<file path="config.mk">
export PLATFORM = sky130hd
export DESIGN_NAME = breakout_brick_field
export DESIGN_NICKNAME = d
export VERILOG_FILES = /design/src/rtl/breakout_brick_field.sv
export SDC_FILE = /design/constraint.sdc
export NUM_CORES = 1
export LEC_CHECK = 0
export CORE_ASPECT_RATIO = 1.75
export CORE_MARGIN = 3
export CORE_UTILIZATION = 55
export DETAILED_ROUTE_END_ITERATION = 6
export PLACE_DENSITY = 0.79
export SYNTH_ARGS = -nofsm -noshare
export SYNTH_HDL_FRONTEND = slang
export SYNTH_SLANG_ARGS = --single-unit
</file>
<file path="constraint.sdc">
create_clock -name clk -period 7.7 [get_ports clk]
set_input_delay 1.155 -clock clk [delete_from_list [all_inputs] [get_ports clk]]
set_output_delay 1.155 -clock clk [all_outputs]
set_load 0.02 [all_outputs]
</file>
<file path="src/rtl/breakout_brick_field.sv">
// Breakout brick wall: per-brick alive state, pixel rendering and a valid/ready collision lookup.
// Optional BRICK_HP2_EN gives row-0 bricks two hit points (first hit darkens the brick).
module breakout_brick_field #(
  parameter int unsigned BLOCK_W = 40,
  parameter int unsigned BLOCK_H = 20,
  parameter int unsigned GAP     = 5,
  parameter int unsigned COLS    = 10,
  parameter int unsigned ROWS    = 4,
  parameter int unsigned START_X = 50,
  parameter int unsigned START_Y = 30
) (
  input  logic                              clk,
  input  logic                              reset,
  input  logic [9:0]                        hCount,
  input  logic [9:0]                        vCount,
  output logic                              block_on,
  output logic [11:0]                       color,
  input  logic                              hit_valid,
  input  logic [9:0]                        hit_x,
  input  logic [9:0]                        hit_y,
  output logic                              hit_ready,
  output logic                              hit_done,
  output logic                              hit_brick,
  output logic                              hit_kill,
  input  logic                              field_refill,
  output logic [$clog2(COLS*ROWS+1)-1:0]    blocks_left,
  output logic [15:0]                       score,
  output logic                              all_clear
);

  localparam int unsigned PITCH_X     = BLOCK_W + GAP;
  localparam int unsigned PITCH_Y     = BLOCK_H + GAP;
  localparam int unsigned FIELD_X_END = START_X + COLS * PITCH_X - GAP;
  localparam int unsigned FIELD_Y_END = START_Y + ROWS * PITCH_Y - GAP;
  localparam int unsigned NBRICK      = COLS * ROWS;
  localparam int unsigned BL_W        = $clog2(NBRICK + 1);
  localparam int unsigned SCAN_N      = (COLS > ROWS) ? COLS : ROWS;
  localparam int unsigned CNT_W       = $clog2(SCAN_N + 1);
  localparam int unsigned COL_W       = (COLS > 1) ? $clog2(COLS) : 1;
  localparam int unsigned ROW_W       = (ROWS > 1) ? $clog2(ROWS) : 1;

  localparam logic [1:0] S_IDLE   = 2'd0;
  localparam logic [1:0] S_SCAN   = 2'd1;
  localparam logic [1:0] S_UPDATE = 2'd2;
  localparam logic [1:0] S_DONE   = 2'd3;

  logic [1:0]        state;
  logic [1:0]        next_state;
  logic [NBRICK-1:0] alive;
  logic [9:0]        dx;
  logic [9:0]        dy;
  logic [COL_W-1:0]  col;
  logic [ROW_W-1:0]  row;
  logic [CNT_W-1:0]  scan_cnt;
  logic              in_field;

  logic              accept_c;
  logic              scan_last_c;
  logic              on_brick_c;
  logic              sel_alive_c;
  logic              do_hit_c;
  logic              do_kill_c;
  logic [16:0]       score_sum_c;
  logic [COLS-1:0]   pcol_c;
  logic [ROWS-1:0]   prow_c;
  logic              pix_on_c;
  logic [11:0]       pix_color_c;

`ifdef BRICK_HP2_EN
  logic [COLS-1:0]   hp_extra;
  logic              sel_extra_c;
`endif

  function automatic logic [11:0] row_color(input logic [1:0] rm);
    case (rm)
      2'd0:    row_color = 12'hF00;
      2'd1:    row_color = 12'h0F0;
      2'd2:    row_color = 12'h00F;
      default: row_color = 12'hFF0;
    endcase
  endfunction

  // Column/row windows of the current pixel, resolved by range comparison.
  always_comb begin
    pcol_c = '0;
    prow_c = '0;
    for (int unsigned c = 0; c < COLS; c++) begin
      pcol_c[c] = (32'(hCount) >= START_X + c * PITCH_X) &&
                  (32'(hCount) <  START_X + c * PITCH_X + BLOCK_W);
    end
    for (int unsigned r = 0; r < ROWS; r++) begin
      prow_c[r] = (32'(vCount) >= START_Y + r * PITCH_Y) &&
                  (32'(vCount) <  START_Y + r * PITCH_Y + BLOCK_H);
    end
  end

  always_comb begin
    pix_on_c    = 1'b0;
    pix_color_c = 12'h000;
    for (int unsigned r = 0; r < ROWS; r++) begin
      for (int unsigned c = 0; c < COLS; c++) begin
        if (prow_c[r] && pcol_c[c] && alive[r * COLS + c]) begin
          pix_on_c    = 1'b1;
          pix_color_c = row_color(2'(r));
`ifdef BRICK_HP2_EN
          if (r == 0 && !hp_extra[c]) pix_color_c = 12'h800;
`endif
        end
      end
    end
  end

  always_ff @(posedge clk) begin
    if (reset) begin
      block_on <= 1'b0;
      color    <= 12'h000;
    end else begin
      block_on <= pix_on_c;
      color    <= pix_color_c;
    end
  end

  assign hit_ready   = (state == S_IDLE) && !reset && !field_refill;
  assign accept_c    = hit_valid && hit_ready;
  assign scan_last_c = (scan_cnt == CNT_W'(SCAN_N - 1));
  assign all_clear   = (blocks_left == '0);

  always_ff @(posedge clk) begin
    if (reset) state <= S_IDLE;
    else       state <= next_state;
  end

  always_comb begin
    next_state = state;
    case (state)
      S_IDLE:   if (accept_c) next_state = S_SCAN;
      S_SCAN:   if (scan_last_c) next_state = S_UPDATE;
      S_UPDATE: next_state = S_DONE;
      S_DONE:   next_state = S_IDLE;
      default:  next_state = S_IDLE;
    endcase
    if (field_refill) next_state = S_IDLE;
  end

  // Query resolution by repeated pitch subtraction, one step per SCAN cycle.
  always_ff @(posedge clk) begin
    if (reset) begin
      dx       <= '0;
      dy       <= '0;
      col      <= '0;
      row      <= '0;
      scan_cnt <= '0;
      in_field <= 1'b0;
    end else if (accept_c) begin
      dx       <= hit_x - 10'(START_X);
      dy       <= hit_y - 10'(START_Y);
      col      <= '0;
      row      <= '0;
      scan_cnt <= '0;
      in_field <= (32'(hit_x) >= START_X) && (32'(hit_x) < FIELD_X_END) &&
                  (32'(hit_y) >= START_Y) && (32'(hit_y) < FIELD_Y_END);
    end else if (state == S_SCAN) begin
      scan_cnt <= scan_cnt + CNT_W'(1);
      if (in_field && 32'(dx) >= PITCH_X) begin
        dx  <= dx - 10'(PITCH_X);
        col <= col + COL_W'(1);
      end
      if (in_field && 32'(dy) >= PITCH_Y) begin
        dy  <= dy - 10'(PITCH_Y);
        row <= row + ROW_W'(1);
      end
    end
  end

  always_comb begin
    on_brick_c  = in_field && (32'(dx) < BLOCK_W) && (32'(dy) < BLOCK_H);
    sel_alive_c = 1'b0;
    for (int unsigned r = 0; r < ROWS; r++) begin
      for (int unsigned c = 0; c < COLS; c++) begin
        if (ROW_W'(r) == row && COL_W'(c) == col) sel_alive_c = alive[r * COLS + c];
      end
    end
    do_hit_c = on_brick_c && sel_alive_c;
`ifdef BRICK_HP2_EN
    sel_extra_c = 1'b0;
    for (int unsigned c = 0; c < COLS; c++) begin
      if (COL_W'(c) == col && row == '0) sel_extra_c = hp_extra[c];
    end
    do_kill_c = do_hit_c && !sel_extra_c;
`else
    do_kill_c = do_hit_c;
`endif
    score_sum_c = 17'(score) + 17'(ROWS) - 17'(row);
  end

  // Brick state, live count and score.
  always_ff @(posedge clk) begin
    if (reset || field_refill) begin
      alive       <= '1;
      blocks_left <= BL_W'(NBRICK);
      score       <= 16'h0000;
`ifdef BRICK_HP2_EN
      hp_extra    <= '1;
`endif
    end else if (state == S_UPDATE) begin
      if (do_kill_c) begin
        for (int unsigned r = 0; r < ROWS; r++) begin
          for (int unsigned c = 0; c < COLS; c++) begin
            if (ROW_W'(r) == row && COL_W'(c) == col) alive[r * COLS + c] <= 1'b0;
          end
        end
        blocks_left <= blocks_left - BL_W'(1);
        score       <= score_sum_c[16] ? 16'hFFFF : score_sum_c[15:0];
      end
`ifdef BRICK_HP2_EN
      else if (do_hit_c) begin
        for (int unsigned c = 0; c < COLS; c++) begin
          if (COL_W'(c) == col) hp_extra[c] <= 1'b0;
        end
      end
`endif
    end
  end

  // Result flags; a refill in UPDATE drops the result without a done pulse.
  always_ff @(posedge clk) begin
    if (reset) begin
      hit_done  <= 1'b0;
      hit_brick <= 1'b0;
      hit_kill  <= 1'b0;
    end else begin
      hit_done <= 1'b0;
      if (!field_refill && state == S_UPDATE) begin
        hit_done  <= 1'b1;
        hit_brick <= do_hit_c;
        hit_kill  <= do_kill_c;
      end
    end
  end

endmodule

</file>
# After elaboration in Yosys (flattened, before gate mapping)

Cells that the tools add are included.

Flip-flop bits (word level): 110
Logic and storage cells: 454

Add/sub/neg operators: 10
$lt $le $gt $ge: 36
Eq/ne operators: 18
Multiplexer cells: 131
Reductions and logical operators: 205

Operator list:

| operator                | count |
|---|---|
| $mux W12                | 40 |
| $logic_and A1 B1 Y1     | 146 |
| $reduce_and A3 Y1       | 40 |
| $mux W1                 | 81 |
| $lt A10 B9 Y1 const B   | 7 |
| $mux W10                | 6 |
| $ge A10 B9 Y1 const B   | 5 |
| $lt A10 B7 Y1 const B   | 5 |
| $ge A10 B6 Y1 const B   | 4 |
| $ge A10 B5 Y1 const B   | 3 |
| $ge A10 B7 Y1 const B   | 3 |
| $ge A10 B8 Y1 const B   | 3 |
| $lt A10 B8 Y1 const B   | 3 |
| $lt A10 B6 Y1 const B   | 2 |
| $sub A10 B5 Y10 const B | 2 |
| $sub A10 B6 Y10 const B | 2 |
| $add A16 B3 Y17 const B | 1 |
| $sub A17 B2 Y17         | 1 |
| $eq A3 B4 Y1 const A    | 4 |
| $mux W16                | 1 |
| $reduce_and A2 Y1       | 6 |
| $reduce_or A11 Y1       | 1 |
| $lt A10 B5 Y1 const B   | 1 |
| $add A4 B1 Y4 const B   | 2 |
| other kinds (20)        | 31 |

# Logic depth before layout (Yosys ltp)

Gate-level depths: netlist of the first run.

Depth after elaboration: 44
Mapped depth: 14
Depth with buffers taken out: 14

# Least setup slack after synthesis of the first run

No wires, ideal clock.

Kind: input to register
Start: input port hCount[5]
End: register block_on
Setup time: 57 ps
Arrival: 2984 ps
Data required time: 7643 ps
Path slack: 4659 ps
Stages on the path: 9
Path through: buf_2 clkinv_1 or3_1 a2111oi_2 a222oi_1 nand3_1 a221oi_1 o21ai_0 o21ba_2

Word-level cells in the longest chain between the ends: 44
Elaborated cells between the ends (all ways): 150
Those cells by class: 20 x order compare; 40 x mux; 90 x reduce/logical

RTL lines:

| item                                           | line   | RTL |
|---|---|---|
| start, declared                                | 14     | `input logic [9:0] hCount,` |
| $ge A10 B6 Y1 or $lt A10 B7 Y1 (tied branches) | 88, 89 |  |
| $logic_and A1 B1 Y1                            | 88     | `pcol_c[c] = (32'(hCount) >= START_X + c * PITCH_X) &&` |
| $logic_and A1 B1 Y1 (2 in series)              | 102    | `if (prow_c[r] && pcol_c[c] && alive[r * COLS + c]) begin` |
| $mux W1 (39 in series)                         | 102    |  |
| $mux W1 (*)                                    | 102    |  |
| end signal, assigned                           | 118    | `block_on <= pix_on_c;` |
| end, declared                                  | 16     | `output logic block_on,` |

Mark *: on every way between the ends. The rest lies on a longest branch, timed or not.
A chain may end at the register's enable or synchronous reset.

# Worst setup path in the final report of the first run

Start: register col[0]
End: register score[3]

Word-level cells in the longest chain between the ends: 44
Elaborated cells between the ends (all ways): 92
Those cells by class: 9 x eq/ne; 40 x mux; 43 x reduce/logical

RTL lines:

| item                            | line | RTL |
|---|---|---|
| start, declared                 | 52   | `logic [COL_W-1:0] col;` |
| start signal, assigned          | 166  | `col <= col + COL_W'(1);` |
| $logic_not A4 Y1                | 180  | `if (ROW_W'(r) == row && COL_W'(c) == col) sel_alive_c = alive[r * COLS + c];` |
| $logic_and A1 B1 Y1             | 180  |  |
| $mux W1 (39 in series)          | 180  |  |
| $mux W1 (*)                     | 180  |  |
| $logic_and A1 B1 Y1 (*)         | 183  | `do_hit_c = on_brick_c && sel_alive_c;` |
| $reduce_and A2 Y1 (no line) (*) | -    |  |
| end signal, assigned            | 213  | `score <= score_sum_c[16] ? 16'hFFFF : score_sum_c[15:0];` |
| end, declared                   | 27   | `output logic [15:0] score,` |

Marked as above.

==> metrics.txt, run 1 <==
# TYPE chip_impl_metric gauge
chip_impl_metric{name="insertion_delay",unit="ns"} 0.35
chip_impl_metric{name="netlist-cell-type-count",unit=""} 81
chip_impl_metric{name="die_height",unit="um"} 156
chip_impl_info{name="start_kind",value="flop"} 1
chip_impl_metric{name="syn_area_per_cell",unit="um2"} 8.09
chip_impl_metric{name="tightest_slew",unit="ns"} 1.14
chip_impl_metric{name="cts_buffers",unit=""} 9
chip_impl_metric{name="weighted_congestion_at_the_end_of_routability_driven_global_placement",unit=""} 0.920
chip_impl_metric{name="syn2layout_area_growth",unit="%"} 14.1
chip_impl_metric{name="syn_area",unit="um2"} 7030
chip_impl_metric{name="synthesized_nets",unit=""} 953
chip_impl_metric{name="asyncSetResetFlopFracSynth",unit="%"} 0
chip_impl_metric{name="detailed_place_hpwl",unit="um"} 13600
chip_impl_metric{name="power.density",unit="nW/um2"} 135
chip_impl_metric{name="first_global_vias",unit=""} 6290
chip_impl_metric{name="average_via_count_per_standard_cell",unit=""} 6.23
chip_impl_metric{name="worst_endpoint_required_time",unit="ns"} 7.90
chip_impl_metric{name="synth-edff-count",unit=""} 0
chip_impl_metric{name="timing.critical_path.buf_inv",unit=""} 2
chip_impl_metric{name="global_route.overflow_total",unit=""} 0
chip_impl_metric{name="drt.antenna.violating_nets",unit=""} 0
chip_impl_metric{name="fin_worst_hold_slack",unit="ns"} 0.487
chip_impl_metric{name="grt_util_all_layers",unit="%"} 25.6
chip_impl_metric{name="preCtsSetupSlack",unit="ns"} 3.54
chip_impl_metric{name="synthCells",unit=""} 869
chip_impl_metric{name="ctsHoldBuffers",unit=""} 0
chip_impl_metric{name="cts.htree.levels",unit=""} 3
chip_impl_info{name="run_status",value="finished clean"} 1
chip_impl_metric{name="max-vdd-ir-drop",unit="mV"} 0.110
chip_impl_metric{name="layout_worst_path_cycle_share",unit="%"} 54.2
chip_impl_metric{name="floorplan.die_area",unit="um2"} 14200
chip_impl_metric{name="detail_route.drc_violations",unit=""} 0
chip_impl_metric{name="initial_drc_count",unit=""} 331
chip_impl_metric{name="clock_sink_count",unit=""} 101
chip_impl_info{name="cp_top_family",value="compound AO/OA/AOI/OAI gates"} 1
chip_impl_info{name="timing.hold.worst.class",value="flop to flop"} 1
chip_impl_info{name="worstPathCellList",value="ha_1 > inv_1 > nor3_1 > a21o_1 > a22o_1 > o211ai_2 > a31oi_4 > buf_4 > nor4b_1 > a211oi_1"} 1
chip_impl_metric{name="antenna_cells_inserted",unit=""} 0
chip_impl_metric{name="grt_pass1_wl",unit="um"} 29700
chip_impl_metric{name="wl",unit="um"} 18400
chip_impl_metric{name="clk_pin_slew_worst_paths",unit="ns"} 0.07
chip_impl_metric{name="cellLeakagePower",unit="nW"} 2.80
chip_impl_metric{name="cpPeakStageDelay",unit="ns"} 0.81
chip_impl_metric{name="final_max_slew_viol_count",unit=""} 0
chip_impl_metric{name="setup_viol_count_final",unit=""} 0
chip_impl_metric{name="slew_headroom",unit="%"} 24.0
chip_impl_metric{name="post_cts_repair_resize_count",unit=""} 0
chip_impl_info{name="rsz0062_at_grt",value="false"} 1
chip_impl_metric{name="yosysWarnings",unit=""} 0
chip_impl_metric{name="ys_seq_elements",unit=""} 101
chip_impl_metric{name="finalCriticalPeriod",unit="ns"} 4.17
chip_impl_metric{name="final.setup_skew",unit="ns"} 0.0111
chip_impl_metric{name="finalSetupTns",unit="ns"} 0
chip_impl_metric{name="initial_core_util",unit="%"} 56.3
chip_impl_metric{name="ctsLongestPathBuffers",unit=""} 2
chip_impl_metric{name="num_vias",unit=""} 6712
chip_impl_metric{name="timing.critical_path.arrival",unit="ns"} 4.37
chip_impl_metric{name="rows",unit=""} 54
chip_impl_metric{name="placeableCoreArea",unit="um2"} 12500
chip_impl_metric{name="number_of_detailed_routing_iterations_run_before_antenna_repair",unit=""} 5
chip_impl_metric{name="floorplan.die.width",unit="um"} 91.5
chip_impl_metric{name="ys_seq_area_share",unit="%"} 28.8
chip_impl_info{name="worstSetupEndpointType",value="flop"} 1
chip_impl_metric{name="maximum_number_of_pins_on_one_net_before_global_route_repair",unit=""} 64
chip_impl_metric{name="final-hold-violation-count",unit=""} 0
chip_impl_info{name="synth-main-ff-cell",value="sky130_fd_sc_hd__dfxtp_1"} 1
chip_impl_metric{name="port_buffers",unit=""} 83
chip_impl_metric{name="top_level_ports",unit=""} 84
chip_impl_info{name="cp_slowest_cell",value="sky130_fd_sc_hd__ha_1"} 1
chip_impl_metric{name="critPathMaxFanout",unit=""} 60
chip_impl_info{name="ctsRootBufferMaster",value="sky130_fd_sc_hd__clkbuf_16"} 1
chip_impl_info{name="worstSetupPathType",value="flop to flop"} 1
chip_impl_metric{name="antenna_found_initial",unit=""} 0
chip_impl_metric{name="maxCapViolations",unit=""} 0
chip_impl_metric{name="layout.nets",unit=""} 988
chip_impl_metric{name="post-cts-setup-buffers",unit=""} 0
chip_impl_metric{name="drive_above_1_share",unit="%"} 4.84
chip_impl_metric{name="setup_slack",unit="ns"} 3.53
chip_impl_info{name="tritoncts",value="yes"} 1
chip_impl_metric{name="fmax",unit="MHz"} 240
chip_impl_metric{name="routed_wire_length_per_instance",unit="um"} 17.1
[stage by stage]
stage / power (mW) / util [%] / cells / cell area [um2]
2_1_floorplan: 0.613 / - / 869 / 7030
4_1_cts: 1.09 / 64.2 / 1077 / 8020
3_5_place_dp: 0.660 / 61.9 / 1061 / 7740
5_1_grt: 1.12 / 64.2 / 1077 / 8020
6_report: 1.08 / 64.2 / 1077 / 8020
3_3_place_gp: 0.659 / 61.9 / 1061 / 7740
[worst paths after layout]
path | startpoint | to | slack, ns | cells past startpoint
setup / recovery | col[0] | score[3] | 3.53 | 10
hold / removal | alive[11] | alive[11] | 0.49 | 1
setup reg to reg | col[0] | score[3] | 3.53 | 10
hold reg to reg | alive[11] | alive[11] | 0.49 | 1
[registers in the layout (all words and copies together), names as in the netlist]
signal       count
color            3
state            2
blocks_left      6
score           16
hit_done         1
alive           40
dx              10
col              4
hit_kill         1
scan_cnt         4
row              2
dy              10
in_field         1
block_on         1
[where the power goes]
group / switching (mW) / leakage, nW / internal, mW / total (mW)
Clock: 0.211 / 0.142 / 0.224 / 0.435
Combinational: 0.0593 / 1.84 / 0.0529 / 0.112
Sequential: 0.00775 / 0.818 / 0.529 / 0.537
Total: 0.278 / 2.80 / 0.806 / 1.08
[synth_stat cells (6+ instances only)]
cell,number,area share (%)
sky130_fd_sc_hd__nor4bb_1,6,0.85
sky130_fd_sc_hd__nand2b_1,12,1.1
sky130_fd_sc_hd__nor3_1,22,1.6
sky130_fd_sc_hd__buf_6,11,1.8
sky130_fd_sc_hd__ha_1,39,6.9
sky130_fd_sc_hd__a222oi_1,8,1.1
sky130_fd_sc_hd__inv_1,48,2.6
sky130_fd_sc_hd__nand2_1,48,2.6
sky130_fd_sc_hd__a31oi_1,9,0.80
sky130_fd_sc_hd__clkbuf_1,34,1.8
sky130_fd_sc_hd__xor2_1,21,2.6
sky130_fd_sc_hd__nand3b_1,9,0.96
sky130_fd_sc_hd__a21o_1,47,5.0
sky130_fd_sc_hd__nand3_1,29,2.1
sky130_fd_sc_hd__and2_1,6,0.53
sky130_fd_sc_hd__nor2_1,97,5.2
sky130_fd_sc_hd__a22oi_1,6,0.64
sky130_fd_sc_hd__nor2b_1,13,1.2
sky130_fd_sc_hd__buf_4,14,1.5
sky130_fd_sc_hd__o21ai_0,24,1.7
sky130_fd_sc_hd__dfxtp_1,101,29
sky130_fd_sc_hd__a21oi_1,33,2.3
sky130_fd_sc_hd__nand4_1,36,3.2
sky130_fd_sc_hd__a211oi_1,42,4.5
sky130_fd_sc_hd__xnor2_1,26,3.2
[cell families (layout without fill, tap and decap cells)]
logic type	after synthesis	in the layout	share of synthesized area, %
XOR/XNOR	47	47	5.85
adder cells (fa/ha/maj)	40	40	7.22
buffers and inverters	116	156	8.20
AND/OR/NAND/NOR	319	319	23.7
multiplexers	2	2	0.285
flip-flops	101	101	28.8
AO/OA/AOI/OAI	244	244	25.9
[worst register-to-register path: stages, from the launching register on]
cell                       delay [ns]
sky130_fd_sc_hd__dfxtp_1         0.42
sky130_fd_sc_hd__ha_1            0.81
sky130_fd_sc_hd__inv_1           0.21
sky130_fd_sc_hd__nor3_1          0.51
sky130_fd_sc_hd__a21o_1          0.24
sky130_fd_sc_hd__a22o_1          0.17
sky130_fd_sc_hd__o211ai_2        0.11
sky130_fd_sc_hd__a31oi_4         0.56
sky130_fd_sc_hd__buf_4           0.59
sky130_fd_sc_hd__nor4b_1         0.34
sky130_fd_sc_hd__a211oi_1        0.08
[cell type report]
class,instances,area (um2)
clock buffer,9,225
clock inverter,7,56.3
fill,1122,4480
inverter,49,184
multi-input combinational,652,4430
sequential,101,2020
tap,168,210
timing repair buffer,91,891
[placed cells by master (no fill, tap or decap), types with 9 or more instances in the layout]
cell                              count
sky130_fd_sc_hd__a211oi_1            42
sky130_fd_sc_hd__a21o_1              47
sky130_fd_sc_hd__a21oi_1             33
sky130_fd_sc_hd__a31oi_1              9
sky130_fd_sc_hd__clkbuf_16            9
sky130_fd_sc_hd__clkdlybuf4s50_1     83
sky130_fd_sc_hd__dfxtp_1            101
sky130_fd_sc_hd__ha_1                39
sky130_fd_sc_hd__inv_1               48
sky130_fd_sc_hd__nand2_1             48
sky130_fd_sc_hd__nand2b_1            12
sky130_fd_sc_hd__nand3_1             29
sky130_fd_sc_hd__nand3b_1             9
sky130_fd_sc_hd__nand4_1             36
sky130_fd_sc_hd__nor2_1              97
sky130_fd_sc_hd__nor2b_1             13
sky130_fd_sc_hd__nor3_1              22
sky130_fd_sc_hd__o21ai_0             24
sky130_fd_sc_hd__xnor2_1             26
sky130_fd_sc_hd__xor2_1              21
[per-layer routing]
layer	vias to the layer above	wire length (um)	global-route usage [%]
li1	3263	-	-
met1	3135	6590	25.4
met2	229	9800	47.8
met3	85	883	4.58
met4	0	1160	16.8
met5	-	0	0
(Power assumes the default switching activity.)
==> run 2, diff against run 1 <==
clock period = 4.2 ns   (was 7.7 ns; I/O delays follow)
==> run 2 against run 1 <==
Effect of this change: clock skew down 0.0027 ns; combinational power up 87%; power up 91%; clock power up 100%; first-iteration DRC count up 21%; highest routed layer unchanged; cell area up 1.3%; cell count up 0.84%; sequential share of layout area down 0.33 points; sequential power up 83%; routed wire length up 1.8%; largest power group unchanged.
==> metrics.txt, run 2 (synthesis results as in run 1) <==
# TYPE chip_impl_metric gauge
chip_impl_info{name="run_status",value="finished clean"} 1
chip_impl_info{name="mostFrequentLayoutCells",value="sky130_fd_sc_hd__dfxtp_1 (101), sky130_fd_sc_hd__nor2_1 (97), sky130_fd_sc_hd__clkdlybuf4s50_1 (83), sky130_fd_sc_hd__inv_1 (48), sky130_fd_sc_hd__nand2_1 (48)"} 1
chip_impl_metric{name="fin_worst_hold_slack",unit="ns"} 0.495
chip_impl_metric{name="floorplan.die_area",unit="um2"} 14200
chip_impl_metric{name="cellLeakagePower",unit="nW"} 2.85
chip_impl_metric{name="clk_pin_slew_worst_paths",unit="ns"} 0.07
chip_impl_metric{name="first_global_vias",unit=""} 6489
chip_impl_metric{name="num_vias",unit=""} 6769
chip_impl_metric{name="power.density",unit="nW/um2"} 255
chip_impl_info{name="start_kind",value="flop"} 1
chip_impl_metric{name="final-hold-violation-count",unit=""} 0
chip_impl_info{name="worstSetupPathType",value="flop to flop"} 1
chip_impl_info{name="tritoncts",value="yes"} 1
chip_impl_metric{name="grt_pass1_wl",unit="um"} 30100
chip_impl_metric{name="top_level_ports",unit=""} 84
chip_impl_metric{name="layout.cell_area.non_filler",unit="um2"} 8130
chip_impl_metric{name="finalSetupTns",unit="ns"} 0
chip_impl_metric{name="tightest_slew",unit="ns"} 0.856
chip_impl_metric{name="final_max_slew_viol_count",unit=""} 0
chip_impl_metric{name="seqCellArea",unit="um2"} 2020
chip_impl_metric{name="port_buffers",unit=""} 83
chip_impl_metric{name="insertion_delay",unit="ns"} 0.35
chip_impl_metric{name="global_route.overflow_total",unit=""} 0
chip_impl_metric{name="die_height",unit="um"} 156
chip_impl_metric{name="finish.utilization",unit="%"} 65.0
chip_impl_metric{name="slew_headroom",unit="%"} 42.8
chip_impl_metric{name="ctsLongestPathBuffers",unit=""} 2
chip_impl_metric{name="average_via_count_per_standard_cell",unit=""} 6.23
chip_impl_metric{name="fmax",unit="MHz"} 296
chip_impl_info{name="rsz0062_at_grt",value="false"} 1
chip_impl_metric{name="routed_wire_length_per_instance",unit="um"} 17.3
chip_impl_info{name="register_name_with_the_most_flops",value="alive"} 1
chip_impl_metric{name="grt_util_all_layers",unit="%"} 25.9
chip_impl_info{name="final_common_cell",value="sky130_fd_sc_hd__dfxtp_1"} 1
chip_impl_metric{name="cts.htree.levels",unit=""} 3
chip_impl_metric{name="cts_buffers",unit=""} 9
chip_impl_metric{name="timing.critical_path.arrival",unit="ns"} 3.59
chip_impl_metric{name="syn2layout_area_growth",unit="%"} 15.6
chip_impl_metric{name="detailed_place_hpwl",unit="um"} 13900
chip_impl_metric{name="post_cts_repair_resize_count",unit=""} 0
chip_impl_metric{name="clock_sink_count",unit=""} 101
chip_impl_metric{name="antenna_found_initial",unit=""} 0
chip_impl_metric{name="antenna_cells_inserted",unit=""} 0
chip_impl_metric{name="wl",unit="um"} 18800
chip_impl_metric{name="placeableCoreArea",unit="um2"} 12500
chip_impl_metric{name="number_of_detailed_routing_iterations_run_before_antenna_repair",unit=""} 5
chip_impl_metric{name="max-vdd-ir-drop",unit="mV"} 0.167
chip_impl_metric{name="ctsHoldBuffers",unit=""} 0
chip_impl_metric{name="floorplan.die.width",unit="um"} 91.5
chip_impl_metric{name="filler_cell_count",unit=""} 1106
chip_impl_metric{name="setup_viol_count_final",unit=""} 0
chip_impl_info{name="worstSetupEndpointType",value="flop"} 1
chip_impl_info{name="biggestRegsByFlops",value="alive (40), score (16)"} 1
chip_impl_metric{name="worst_endpoint_required_time",unit="ns"} 4.41
chip_impl_info{name="ctsRootBufferMaster",value="sky130_fd_sc_hd__clkbuf_16"} 1
chip_impl_metric{name="initial_core_util",unit="%"} 56.3
chip_impl_metric{name="layout.nets",unit=""} 997
chip_impl_metric{name="weighted_congestion_at_the_end_of_routability_driven_global_placement",unit=""} 0.985
chip_impl_metric{name="placement.cell_area",unit="um2"} 7820
chip_impl_metric{name="finalCriticalPeriod",unit="ns"} 3.38
chip_impl_metric{name="initial_drc_count",unit=""} 399
chip_impl_metric{name="maximum_number_of_pins_on_one_net_before_global_route_repair",unit=""} 59
chip_impl_metric{name="drive_above_1_share",unit="%"} 5.45
chip_impl_info{name="timing.hold.worst.class",value="flop to flop"} 1
chip_impl_metric{name="maxCapViolations",unit=""} 0
chip_impl_metric{name="flip_flop_count_of_the_largest_register_after_layout",unit=""} 40
chip_impl_metric{name="drt.antenna.violating_nets",unit=""} 0
chip_impl_metric{name="post-cts-setup-buffers",unit=""} 0
chip_impl_metric{name="critPathMaxFanout",unit=""} 58
chip_impl_metric{name="final.setup_skew",unit="ns"} 0.00841
chip_impl_metric{name="layout_worst_path_cycle_share",unit="%"} 80.5
chip_impl_metric{name="rows",unit=""} 54
chip_impl_metric{name="multi_input_area",unit="um2"} 4430
chip_impl_metric{name="detail_route.drc_violations",unit=""} 0
-- run 2: worst paths after layout --
kind,start,endpoint,slack (ns),depth (start not counted)
max,col[0],score[3],0.82,11
min,hit_kill,hit_kill,0.49,2
max reg2reg,col[0],score[3],0.82,11
min reg2reg,hit_kill,hit_kill,0.49,2
-- run 2: power by group --
| part | leakage [nW] | internal (mW) | switching, mW | total, mW |
|---|---|---|---|---|
| clock network | 0.147 | 0.522 | 0.358 | 0.881 |
| logic | 1.89 | 0.0980 | 0.111 | 0.209 |
| registers | 0.818 | 0.970 | 0.0148 | 0.985 |
| total | 2.85 | 1.59 | 0.484 | 2.07 |
-- run 2: per-layer routing --
layer / track usage, % / up-vias / routed length, um
met3: 3.47 / 84 / 911
met2: 49.2 / 244 / 9970
met4: 16.7 / 0 / 1110
li1: - / 3273 / -
met5: 0 / - / 0
met1: 26.0 / 3168 / 6770
-- run 2: final cells by class --
| class | count | area share [%] |
|---|---|---|
| Tap cell | 168 | 2.59 |
| Multi-Input combinational cell | 652 | 54.5 |
| Inverter | 49 | 2.26 |
| Clock inverter | 4 | 0.893 |
| Clock buffer | 12 | 2.91 |
| Sequential cell | 101 | 24.9 |
| Timing Repair Buffer | 100 | 11.9 |
-- run 2: stage by stage --
| step | power, mW | setup slack [ns] | std cells |
|---|---|---|---|
| 3_5_place_dp | 1.21 | 0.828 | 1070 |
| 5_1_grt | 2.14 | 0.560 | 1086 |
| 4_1_cts | 2.08 | 0.828 | 1086 |
| 6_report | 2.07 | 0.818 | 1086 |
| 2_1_floorplan | 1.12 | 1.41 | 869 |
| 3_3_place_gp | 1.21 | 0.844 | 1070 |
-- run 2: critical path, cell delays in order, from the launching register on --
cell and delay [ns]:
sky130_fd_sc_hd__dfxtp_1 0.36, sky130_fd_sc_hd__inv_1 0.10, sky130_fd_sc_hd__ha_1 0.68, sky130_fd_sc_hd__a21oi_1 0.13, sky130_fd_sc_hd__a221oi_2 0.26, sky130_fd_sc_hd__o2111ai_1 0.17
sky130_fd_sc_hd__a2111oi_2 0.47, sky130_fd_sc_hd__o211ai_2 0.17, sky130_fd_sc_hd__a31oi_4 0.24, sky130_fd_sc_hd__buf_12 0.26, sky130_fd_sc_hd__nor4b_1 0.30, sky130_fd_sc_hd__a211oi_1 0.08
==> run 3, diff against run 2 <==
CORE_UTILIZATION = 52   (was 55)
PLACE_DENSITY = 0.78   (was 0.79)
clock period = 2.71 ns   (was 4.2 ns; I/O delays follow)
==> run 3 against run 2 <==
Effect of this change: the run now ends with setup timing left; cell count grew 9.9%; global-route usage grew 3.0 points; flip-flop and latch count is the same; largest power group unchanged.
==> metrics.txt, run 3 (synthesis results as in run 1) <==
# TYPE chip_impl_metric gauge
chip_impl_info{name="run_status",value="finished, violations left"} 1
chip_impl_info{name="violated_checks",value="setup timing"} 1
chip_impl_metric{name="final_max_slew_viol_count",unit=""} 0
chip_impl_metric{name="initial_drc_count",unit=""} 414
chip_impl_metric{name="cp.depth",unit=""} 13
chip_impl_metric{name="fin_total_pwr",unit="mW"} 3.26
chip_impl_info{name="mostFrequentLayoutCells",value="sky130_fd_sc_hd__dfxtp_1 (98), sky130_fd_sc_hd__buf_4 (98), sky130_fd_sc_hd__nor2_1 (92), sky130_fd_sc_hd__clkdlybuf4s50_1 (83)"} 1
chip_impl_metric{name="cellLeakagePower",unit="nW"} 3.45
chip_impl_metric{name="min_path_cells",unit=""} 1
chip_impl_info{name="worstSetupEndpointType",value="flop"} 1
chip_impl_metric{name="detail_route.drc_violations",unit=""} 0
chip_impl_metric{name="cts_buffers",unit=""} 9
chip_impl_metric{name="number_of_detailed_routing_iterations_run_before_antenna_repair",unit=""} 7
chip_impl_info{name="tritoncts",value="yes"} 1
chip_impl_info{name="register_name_with_the_most_flops",value="alive"} 1
chip_impl_metric{name="port_buffers",unit=""} 83
chip_impl_metric{name="layout.nets",unit=""} 1102
chip_impl_metric{name="insertion_delay",unit="ns"} 0.35
chip_impl_metric{name="cpPeakStageDelay",unit="ns"} 0.39
chip_impl_metric{name="floorplan.die.width",unit="um"} 93.9
chip_impl_info{name="start_kind",value="flop"} 1
chip_impl_metric{name="die_height",unit="um"} 160
chip_impl_metric{name="seqCellArea",unit="um2"} 2030
chip_impl_metric{name="grt_pass1_wl",unit="um"} 35000
chip_impl_metric{name="slew_headroom",unit="%"} 53.2
chip_impl_info{name="setup.worst_path.start",value="row[1]"} 1
chip_impl_metric{name="ctsHoldBuffers",unit=""} 0
chip_impl_metric{name="fin_worst_hold_slack",unit="ns"} 0.493
chip_impl_info{name="rsz0062_at_grt",value="true"} 1
chip_impl_metric{name="routed_wire_length_per_instance",unit="um"} 19.3
chip_impl_metric{name="drt.antenna.violating_nets",unit=""} 0
chip_impl_metric{name="setup_slack",unit="ns"} -0.191
chip_impl_metric{name="critPathMaxFanout",unit=""} 3
chip_impl_metric{name="num_vias",unit=""} 7454
chip_impl_metric{name="weighted_congestion_at_the_end_of_routability_driven_global_placement",unit=""} 1.11
chip_impl_info{name="crit_end",value="score[15]"} 1
chip_impl_metric{name="worst_case_register_to_register_setup_slack",unit="ns"} -0.19
chip_impl_metric{name="worst_endpoint_required_time",unit="ns"} 2.97
chip_impl_metric{name="finalCriticalPeriod",unit="ns"} 2.90
chip_impl_metric{name="drive_above_1_share",unit="%"} 20.3
chip_impl_info{name="timing.hold.worst.class",value="flop to flop"} 1
chip_impl_metric{name="timing.critical_path.arrival",unit="ns"} 3.16
chip_impl_metric{name="global_route.overflow_total",unit=""} 0
chip_impl_metric{name="ctsLongestPathBuffers",unit=""} 2
chip_impl_metric{name="multi_input_area",unit="um2"} 4700
chip_impl_metric{name="maximum_number_of_pins_on_one_net_before_global_route_repair",unit=""} 44
chip_impl_info{name="top_signal_layer_used",value="met4"} 1
chip_impl_metric{name="cts.htree.levels",unit=""} 3
chip_impl_metric{name="grt_util_all_layers",unit="%"} 29.0
chip_impl_metric{name="clk_pin_slew_worst_paths",unit="ns"} 0.07
chip_impl_metric{name="detailed_place_hpwl",unit="um"} 16200
chip_impl_info{name="biggestRegsByFlops",value="alive (40), score (16)"} 1
chip_impl_metric{name="fmax",unit="MHz"} 345
chip_impl_metric{name="drt-met1-wl",unit="um"} 7650
chip_impl_info{name="worstPathCellList",value="inv_1 > ha_1 > ha_1 > inv_2 > fa_2 > nor2b_1 > o31ai_2 > a31oi_2 > a211o_1 > a21oi_2 > xnor2_2 > nor2_1 > a211oi_1"} 1
chip_impl_metric{name="floorplan.die_area",unit="um2"} 15000
chip_impl_metric{name="maxCapViolations",unit=""} 0
chip_impl_metric{name="first_global_vias",unit=""} 7418
chip_impl_metric{name="max-vdd-ir-drop",unit="mV"} 0.299
chip_impl_metric{name="reg2reg_depth",unit=""} 13
chip_impl_metric{name="timing.critical_path.buf_inv",unit=""} 2
chip_impl_metric{name="placeableCoreArea",unit="um2"} 13100
chip_impl_metric{name="average_via_count_per_standard_cell",unit=""} 6.25
chip_impl_metric{name="filler_cell_count",unit=""} 1011
chip_impl_metric{name="final.setup_skew",unit="ns"} 0.00477
chip_impl_metric{name="layout_worst_path_cycle_share",unit="%"} 107
chip_impl_info{name="critical-path-top-cell-by-count",value="sky130_fd_sc_hd__ha_1"} 1
chip_impl_metric{name="top_level_ports",unit=""} 84
chip_impl_info{name="cp_slowest_cell",value="sky130_fd_sc_hd__o31ai_2"} 1
chip_impl_metric{name="final-hold-violation-count",unit=""} 0
chip_impl_metric{name="antenna_cells_inserted",unit=""} 0
chip_impl_metric{name="rows",unit=""} 55
chip_impl_metric{name="antenna_found_initial",unit=""} 0
chip_impl_info{name="worstSetupPathType",value="flop to flop"} 1
chip_impl_metric{name="power.density",unit="nW/um2"} 347
chip_impl_metric{name="met3WireLength",unit="um"} 1020
chip_impl_info{name="cp_top_family",value="compound AO/OA/AOI/OAI gates"} 1
chip_impl_info{name="min_from",value="alive[9]"} 1
chip_impl_metric{name="wl",unit="um"} 23000
chip_impl_metric{name="dr_wl_met2",unit="um"} 12300
chip_impl_metric{name="flip_flop_count_of_the_largest_register_after_layout",unit=""} 40
chip_impl_metric{name="initial_core_util",unit="%"} 53.8
chip_impl_metric{name="syn2layout_area_growth",unit="%"} 33.6
chip_impl_metric{name="tightest_slew",unit="ns"} 0.697
chip_impl_metric{name="clock_sink_count",unit=""} 101
chip_impl_info{name="ctsRootBufferMaster",value="sky130_fd_sc_hd__clkbuf_16"} 1
chip_impl_info{name="worst_r2r_endpoint",value="score[15]"} 1
chip_impl_info{name="critical_path.reg2reg.startpoint",value="row[1]"} 1
chip_impl_metric{name="setup_viol_count_final",unit=""} 62
run 3: cell types whose count changed in the layout (fill, tap and decap cells not counted), sizes merged:
cell,before,now
buf,17,119
clkinv,2,3
clkinvlp,1,2
run 3: cell type report:
class                   instances  area share [%]
multi-input cells             652            50.0
flip-flops and latches        101            21.6
repair buffers                205            20.7
clock buffers                   9            2.40
well taps                     171            2.28
inverters                      49            2.01
clock inverters                 6           0.946
run 3: report_power, final:
group,total (mW),switching [mW],internal [mW]
sequential,1.52,0.0233,1.50
combinational,0.367,0.184,0.183
clock,1.37,0.568,0.804
total,3.26,0.775,2.49
run 3: per-layer routing:
metal / GRT usage, % / up-vias
li1: - / 3477
met5: 0 / -
met4: 23.7 / 0
met3: 5.04 / 139
met1: 27.2 / 3557
met2: 52.6 / 281
run 3: worst min-delay path by stage:
| stage | end | slack, ns |
|---|---|---|
| detailed placement | alive[9] | 0.47 |
| finish | alive[9] | 0.49 |
| floorplan | alive[24] | 0.44 |
| global placement | alive[2] | 0.47 |
| CTS | alive[9] | 0.49 |
| global route | alive[4] | 0.52 |
run 3: repair_timing:
action                                  in CTS  in global routing
pin swaps                                   14                 53
gates resized for setup                     49                 30
gates cloned                                 4                  3
endpoints found under the setup margin      62                 62
setup buffers                               14                  3
run 3: stage by stage:
step | setup slack [ns] | setup TNS [ns] | area [um2] | std cells | util (%)
3_3_place_gp | -0.157 | -4.45 | 8570 | 1160 | 65.5
5_1_grt | -0.279 | -10.28 | 9390 | 1193 | 71.8
6_report | -0.191 | -4.78 | 9390 | 1193 | 71.8
2_1_floorplan | 0.00273 | 0 | 7050 | 869 | -
4_1_cts | -0.125 | -5.59 | 9300 | 1193 | 71.1
3_5_place_dp | -0.228 | -9.20 | 8570 | 1160 | 65.5
